<file path="src/rtl/vector_pkg.sv">
// Shared types and defaults for the vector display sequencer.
// State encoding, point-word field offsets and step-shift defaults.
package vector_pkg;

  typedef enum logic [2:0] {
    JUMP0,
    IDLE,
    FETCH,
    LOAD,
    ISSUE,
    HOLD,
    DONE
  } state_e;

  typedef enum logic [1:0] {
    FLD_Y,
    FLD_X,
    FLD_COLOR,
    FLD_LIT
  } field_e;

  localparam logic [3:0] SHIFT_LIT_DEF   = 4'd1;
  localparam logic [3:0] SHIFT_BLANK_DEF = 4'd2;

  // Bit offset of a field in {lit, colour, x, y}.
  function automatic int fld_off(
    input field_e f,
    input int     coord_w,
    input int     num_ch,
    input int     color_w
  );
    int off;
    case (f)
      FLD_Y:     off = 0;
      FLD_X:     off = coord_w;
      FLD_COLOR: off = 2 * coord_w;
      default:   off = 2 * coord_w + num_ch * color_w;
    endcase
    return off;
  endfunction

endpackage

</file>
<file path="src/rtl/vector_sequencer_point_unpack.sv">
// Point-word splitter for the vector sequencer.
// Purely combinational: {lit, colour, x, y} into fields.
module point_unpack
  import vector_pkg::*;
#(
  parameter int COORD_W = 12,
  parameter int NUM_CH  = 3,
  parameter int COLOR_W = 4
) (
  input  logic [NUM_CH*COLOR_W+2*COORD_W:0] word,
  output logic                              lit,
  output logic [NUM_CH*COLOR_W-1:0]         colour,
  output logic [COORD_W-1:0]                x,
  output logic [COORD_W-1:0]                y
);

  localparam int CW    = NUM_CH * COLOR_W;
  localparam int Y_OFF = fld_off(FLD_Y, COORD_W, NUM_CH, COLOR_W);
  localparam int X_OFF = fld_off(FLD_X, COORD_W, NUM_CH, COLOR_W);
  localparam int C_OFF = fld_off(FLD_COLOR, COORD_W, NUM_CH, COLOR_W);
  localparam int L_OFF = fld_off(FLD_LIT, COORD_W, NUM_CH, COLOR_W);

  assign y      = word[Y_OFF +: COORD_W];
  assign x      = word[X_OFF +: COORD_W];
  assign colour = word[C_OFF +: CW];
  assign lit    = word[L_OFF];

endmodule

</file>
<file path="src/rtl/vector_sequencer.sv">
// Vector display sequencer: walks a point buffer, issues draw/jump.
// Define VECTOR_SEQ_PARK_EN to park the beam at centre after each frame.
module vector_sequencer
  import vector_pkg::*;
#(
  parameter int         COORD_W     = 12,
  parameter int         ADDR_W      = 11,
  parameter int         NUM_CH      = 3,
  parameter int         COLOR_W     = 4,
  parameter logic [3:0] SHIFT_LIT   = SHIFT_LIT_DEF,
  parameter logic [3:0] SHIFT_BLANK = SHIFT_BLANK_DEF
) (
  input  logic                              clk,
  input  logic                              reset_n,
  input  logic                              frame_valid,
  input  logic [ADDR_W-1:0]                 num_points,
  output logic [ADDR_W-1:0]                 rd_addr,
  input  logic [NUM_CH*COLOR_W+2*COORD_W:0] rd_data,
  output logic                              frame_done,
  input  logic                              ready,
  output logic [COORD_W-1:0]                x,
  output logic [COORD_W-1:0]                y,
  output logic                              draw,
  output logic                              jump,
  output logic [3:0]                        shift,
  output logic [NUM_CH*COLOR_W-1:0]         beam
);

  localparam int CW = NUM_CH * COLOR_W;

  logic [1:0]         rst_sync;
  logic               rst_n;
  state_e             state;
  logic [1:0]         hold_cnt;
  logic               pu_lit;
  logic [CW-1:0]      pu_colour;
  logic [COORD_W-1:0] pu_x;
  logic [COORD_W-1:0] pu_y;
  logic               pt_lit;
  logic [CW-1:0]      pt_colour;
  logic [COORD_W-1:0] pt_x;
  logic [COORD_W-1:0] pt_y;
  logic [ADDR_W-1:0]  next_addr;

`ifdef VECTOR_SEQ_PARK_EN
  localparam logic [COORD_W-1:0] CENTRE = COORD_W'(1) << (COORD_W - 1);
  logic parked;
`endif

  assign next_addr = rd_addr + ADDR_W'(1);
  assign rst_n     = rst_sync[1];

  point_unpack #(
    .COORD_W(COORD_W),
    .NUM_CH (NUM_CH),
    .COLOR_W(COLOR_W)
  ) u_unpack (
    .word  (rd_data),
    .lit   (pu_lit),
    .colour(pu_colour),
    .x     (pu_x),
    .y     (pu_y)
  );

  // Assert reset at once, release it two clocks later.
  always_ff @(posedge clk or negedge reset_n) begin
    if (!reset_n) rst_sync <= '0;
    else          rst_sync <= {rst_sync[0], 1'b1};
  end

  // Sequencer FSM with registered command outputs.
  always_ff @(posedge clk or negedge rst_n) begin
    if (!rst_n) begin
      state      <= JUMP0;
      hold_cnt   <= '0;
      rd_addr    <= '0;
      x          <= '0;
      y          <= '0;
      shift      <= '0;
      beam       <= '0;
      draw       <= 1'b0;
      jump       <= 1'b0;
      frame_done <= 1'b0;
      pt_lit     <= 1'b0;
      pt_colour  <= '0;
      pt_x       <= '0;
      pt_y       <= '0;
`ifdef VECTOR_SEQ_PARK_EN
      parked     <= 1'b0;
`endif
    end else begin
      draw       <= 1'b0;
      jump       <= 1'b0;
      frame_done <= 1'b0;
      case (state)
        JUMP0: begin
          if (ready) begin
            jump  <= 1'b1;
            x     <= '0;
            y     <= '0;
            beam  <= '0;
            state <= IDLE;
          end
        end
        IDLE: begin
          if (frame_valid) begin
            rd_addr <= '0;
            state   <= (num_points == '0) ? DONE : FETCH;
          end
        end
        FETCH, LOAD, ISSUE: begin
          if (!frame_valid) begin
            beam       <= '0;
            frame_done <= 1'b1;
            state      <= IDLE;
          end else if (state == FETCH) begin
            state <= LOAD;
          end else if (state == LOAD) begin
            pt_lit    <= pu_lit;
            pt_colour <= pu_colour;
            pt_x      <= pu_x;
            pt_y      <= pu_y;
            state     <= ISSUE;
          end else if (ready) begin
            draw     <= 1'b1;
            x        <= pt_x;
            y        <= pt_y;
            beam     <= pt_lit ? pt_colour : '0;
            shift    <= pt_lit ? SHIFT_LIT : SHIFT_BLANK;
            hold_cnt <= '0;
            state    <= HOLD;
          end
        end
        HOLD: begin
          if (hold_cnt == 2'd2) begin
            if (next_addr == num_points) begin
              state <= DONE;
            end else begin
              rd_addr <= next_addr;
              state   <= FETCH;
            end
          end else begin
            hold_cnt <= hold_cnt + 2'd1;
          end
        end
        DONE: begin
`ifdef VECTOR_SEQ_PARK_EN
          if (ready && !parked) begin
            jump   <= 1'b1;
            x      <= CENTRE;
            y      <= CENTRE;
            beam   <= '0;
            parked <= 1'b1;
          end else if (ready) begin
            beam       <= '0;
            frame_done <= 1'b1;
            parked     <= 1'b0;
            state      <= IDLE;
          end
`else
          if (ready) begin
            beam       <= '0;
            frame_done <= 1'b1;
            state      <= IDLE;
          end
`endif
        end
        default: state <= JUMP0;
      endcase
    end
  end

endmodule

</file>
<file path="config.mk">
export PLATFORM = sky130hd
export DESIGN_NAME = vector_sequencer
export DESIGN_NICKNAME = d
export VERILOG_FILES = /design/src/rtl/vector_pkg.sv /design/src/rtl/vector_sequencer_point_unpack.sv /design/src/rtl/vector_sequencer.sv
export SDC_FILE = /design/constraint.sdc
export NUM_CORES = 1
export LEC_CHECK = 0
export CORE_MARGIN = 3
export CORE_UTILIZATION = 45
export CTS_CLUSTER_SIZE = 24
export DETAILED_ROUTE_END_ITERATION = 8
export PLACE_DENSITY = 0.78
export SYNTH_ARGS = -nofsm -noshare
export SYNTH_HDL_FRONTEND = slang
export SYNTH_HIERARCHICAL = 1
export SYNTH_SLANG_ARGS = --single-unit
</file>
<file path="constraint.sdc">
create_clock -name clk -period 2.9 [get_ports clk]
set_input_delay 0.29 -clock clk [delete_from_list [all_inputs] [get_ports clk]]
set_output_delay 0.29 -clock clk [all_outputs]
set_load 0.05 [all_outputs]
</file>
==> impl_metrics.py <==
metrics = {
    "worst_setup_path": {
        "path_delay_family": "compound AO/OA/AOI/OAI gates",
        "rrSetupSlack_ns": 0.37,
        "cp_cell_sequence": "ha_1, nand2_2, or2_4, xor2_1, a311oi_2, o311ai_4, and2_1, a211o_1",
        "crit_buf_inv": 0,
        "path_depth": 8,
        "ff2ff_path_depth": 8,
        "worstSetupStartpointType": "register",
        "path_class": "register to register",
        "cp.required_ns": 3.14,
        "cp.arrival_ns": 2.78,
        "path_max_fanout": 8,
        "end_kind": "register",
        "cp_slowest_cell": "dfrtp_1",
        "cpPeakStageDelay_ns": 0.48,
    },
    "logic_synthesis": {
        "synth-seq-cells": 96,
        "synth_edf_count": 0,
        "synth_area_leader_cell": "dfrtp_1",
        "synth_warnings": 6,
        "synth_most_common_cell": "dfrtp_1",
        "netlist_instances": 406,
        "yosysSeqAreaShare": 0.521,
        "async_flop_share": 1.00,
        "synth_top_area_frac": 0.521,
        "post_synth.cell_area_avg_sq_um": 11.4,
        "synth.area.top_cells": "dfrtp_1, mux2_2, buf_4, a22o_1, nand3_1",
        "synth_common_cells": "dfrtp_1, buf_4, mux2_2, nand3_1, a22o_1",
        "syn_area_sq_mm": 0.00461,
        "yosys_most_used_dff": "dfrtp_1",
        "yosysUniqueCellTypes": 61,
    },
    "drt": {
        "dr_wl_met2_microns": 4820,
        "detailedRoute.firstPassIterationCount": 4,
        "route.detailed.drc": 0,
        "drt_iter0_markers": 135,
        "wl_microns": 9690,
        "wire_per_inst_microns": 16.0,
        "wl_met1_microns": 4140,
        "wl_met3_microns": 517,
        "highest_layer": "met4",
        "via_per_inst": 5.33,
        "vias": 3232,
        "ant_nets": 0,
    },
    "global_route": {
        "grt_overflow_total": 0,
        "grt_pass1_wl_microns": 16100,
        "grt_pass1_vias": 3225,
        "antenna_found_initial": 0,
        "grt_max_degree": 63,
        "grt_util_all_layers": 0.173,
    },
    "cells_and_area": {
        "area_growth_pct": 22.9,
        "regArea_sq_mm": 0.00241,
        "fillers": 847,
        "layout.nets": 522,
        "multiInputGateArea_sq_mm": 0.00172,
        "antenna_cells": 0,
        "stdcell_count": 606,
        "final_layout_size_suffix_gt1_frac": 0.159,
    },
    "sta": {
        "rsz0062_at_grt": "no",
        "relSlewSlack": 0.640,
        "worstMarginPinSlew_ns": 0.539,
        "clock.fmax_mhz": 395,
        "setup_ws_ns": 0.366,
        "period_needed_ns": 2.53,
        "finalSetupViolCount": 0,
        "fin_worst_skew_ns": 0.0114,
        "drv_slew": 0,
        "hold_viol": 0,
        "hold_slack_ns": 0.0981,
        "setup_tns_ns": 0,
        "post-route-period-util": 0.874,
    },
    "clock_network": {
        "cts_made_buffers": 9,
        "cts_root_buf": "clkbuf_8",
        "cts_tree": "built",
        "cts.sink_count": 96,
        "htreeDepth": 3,
        "clk_latency_ns": 0.35,
        "post_cts_buffers": 0,
        "clkTransAtPathRegs_ns": 0.10,
        "cts_buffer_depth": 2,
        "cts_hold_buffers": 0,
        "post_cts_resized": 0,
    },
    "floorplan": {
        "core_area_sq_mm": 0.00986,
        "die_w_microns": 107,
        "io_pins": 106,
        "die_area_sq_mm": 0.0115,
        "die-height_microns": 107,
        "initial_core_util": 0.467,
        "rows": 36,
    },
    "power_and_ir_drop": {
        "switching_power_mw": 1.76,
        "power.share.switching": 0.388,
        "ir_drop_mv": 0.396,
        "p_int_mw": 2.78,
        "seqPwrFrac": 0.445,
        "clock_power_share": 0.179,
        "pwr_density_cell_mw_per_mm2": 801,
        "power_leakage_nw": 2.42,
        "combPwrFrac": 0.376,
    },
    "placement": {
        "port_buffers": 103,
        "place_inst": 590,
        "finalWeightedCongestion": 0.907,
        "dp_hpwl_microns": 6880,
        "dp_slack_ns": 0.334,
    },
    "status": {
        "status": "finished clean",
    },
    "flow_run": {
        "cap_violations": 0,
    },
    "min_path": {
        "hp-class": "input port to asynchronous set/reset pin",
    },
}
-- registers in the layout, summed over array words and instances, names as in the netlist --
register,flops
beam,12
draw,1
frame_done,1
hold_cnt,2
jump,1
pt_colour,12
pt_lit,1
pt_x,12
pt_y,12
rd_addr,11
rst_sync,2
shift,2
state,3
x,12
y,12
-- metal layers --
layer | up-vias | GRT usage
met5 | - | 0
met4 | 0 | 0.0603
met3 | 16 | 0.0379
met2 | 99 | 0.279
met1 | 1583 | 0.231
li1 | 1534 | -
-- path summary, 6_finish.rpt --
check / start / end
max in group asynchronous: rst_sync[1] / jump
worst min register to register: rst_sync[1] / pt_y[5]
worst max-delay path: rd_addr[0] / rd_addr[7]
worst min-delay path: reset_n / rst_sync[1]
min in group clk: rst_sync[0] / rst_sync[1]
worst max register to register: rd_addr[0] / rd_addr[7]
-- stage by stage --
stage	util	power [mW]	area [sq um]
detailed placement	0.556	3.76	5480
floorplan	-	3.23	4610
CTS	0.574	4.59	5670
global route	0.574	4.82	5670
global placement	0.556	3.69	5480
finish	0.574	4.54	5670
-- power by group through the flow --
stage,combinational [mW],clock [mW],sequential (mW)
2_1_floorplan,0.855,0,2.38
3_3_place_gp,1.68,0,2.01
3_5_place_dp,1.72,0,2.05
4_1_cts,1.72,0.848,2.02
5_1_grt,1.84,0.905,2.08
6_report,1.70,0.813,2.02
-- cells by family after synthesis --
logic type / Yosys count / synth area share
and+or+nand+nor: 79 / 0.0950
DFF: 96 / 0.521
muxes: 40 / 0.0972
other: 2 / 0.00163
adders and majority gates: 2 / 0.00543
AOI/OAI and AO/OA: 92 / 0.149
xor gates and xnor gates: 11 / 0.0225
buffers and inverters: 84 / 0.108
-- cell usage in the layout (no fill, tap or decap), drive strengths merged, types with 9 or more instances in the layout --
| cell | n |
|---|---|
| dfrtp | 96 |
| clkdlybuf4s50 | 103 |
| o21ai | 23 |
| a22o | 24 |
| inv | 24 |
| buf | 9 |
| mux2 | 38 |
| nand2 | 10 |
| nand3 | 28 |
| clkbuf | 10 |
| nor2 | 13 |
-- worst reg2reg max path, stage by stage, from the launching register on --
cell,delay [ns]
dfrtp_1,0.48
ha_1,0.29
nand2_2,0.10
or2_4,0.26
xor2_1,0.15
a311oi_2,0.37
o311ai_4,0.15
and2_1,0.30
a211o_1,0.33
-- cell type report --
type	count	share of cell area
sequential	96	0.425
multi-input combinational	227	0.303
timing repair buffer	112	0.196
tap	133	0.0294
clock buffer	10	0.0225
inverter	22	0.0146
clock inverter	6	0.00950
(Power assumes the default switching activity.)
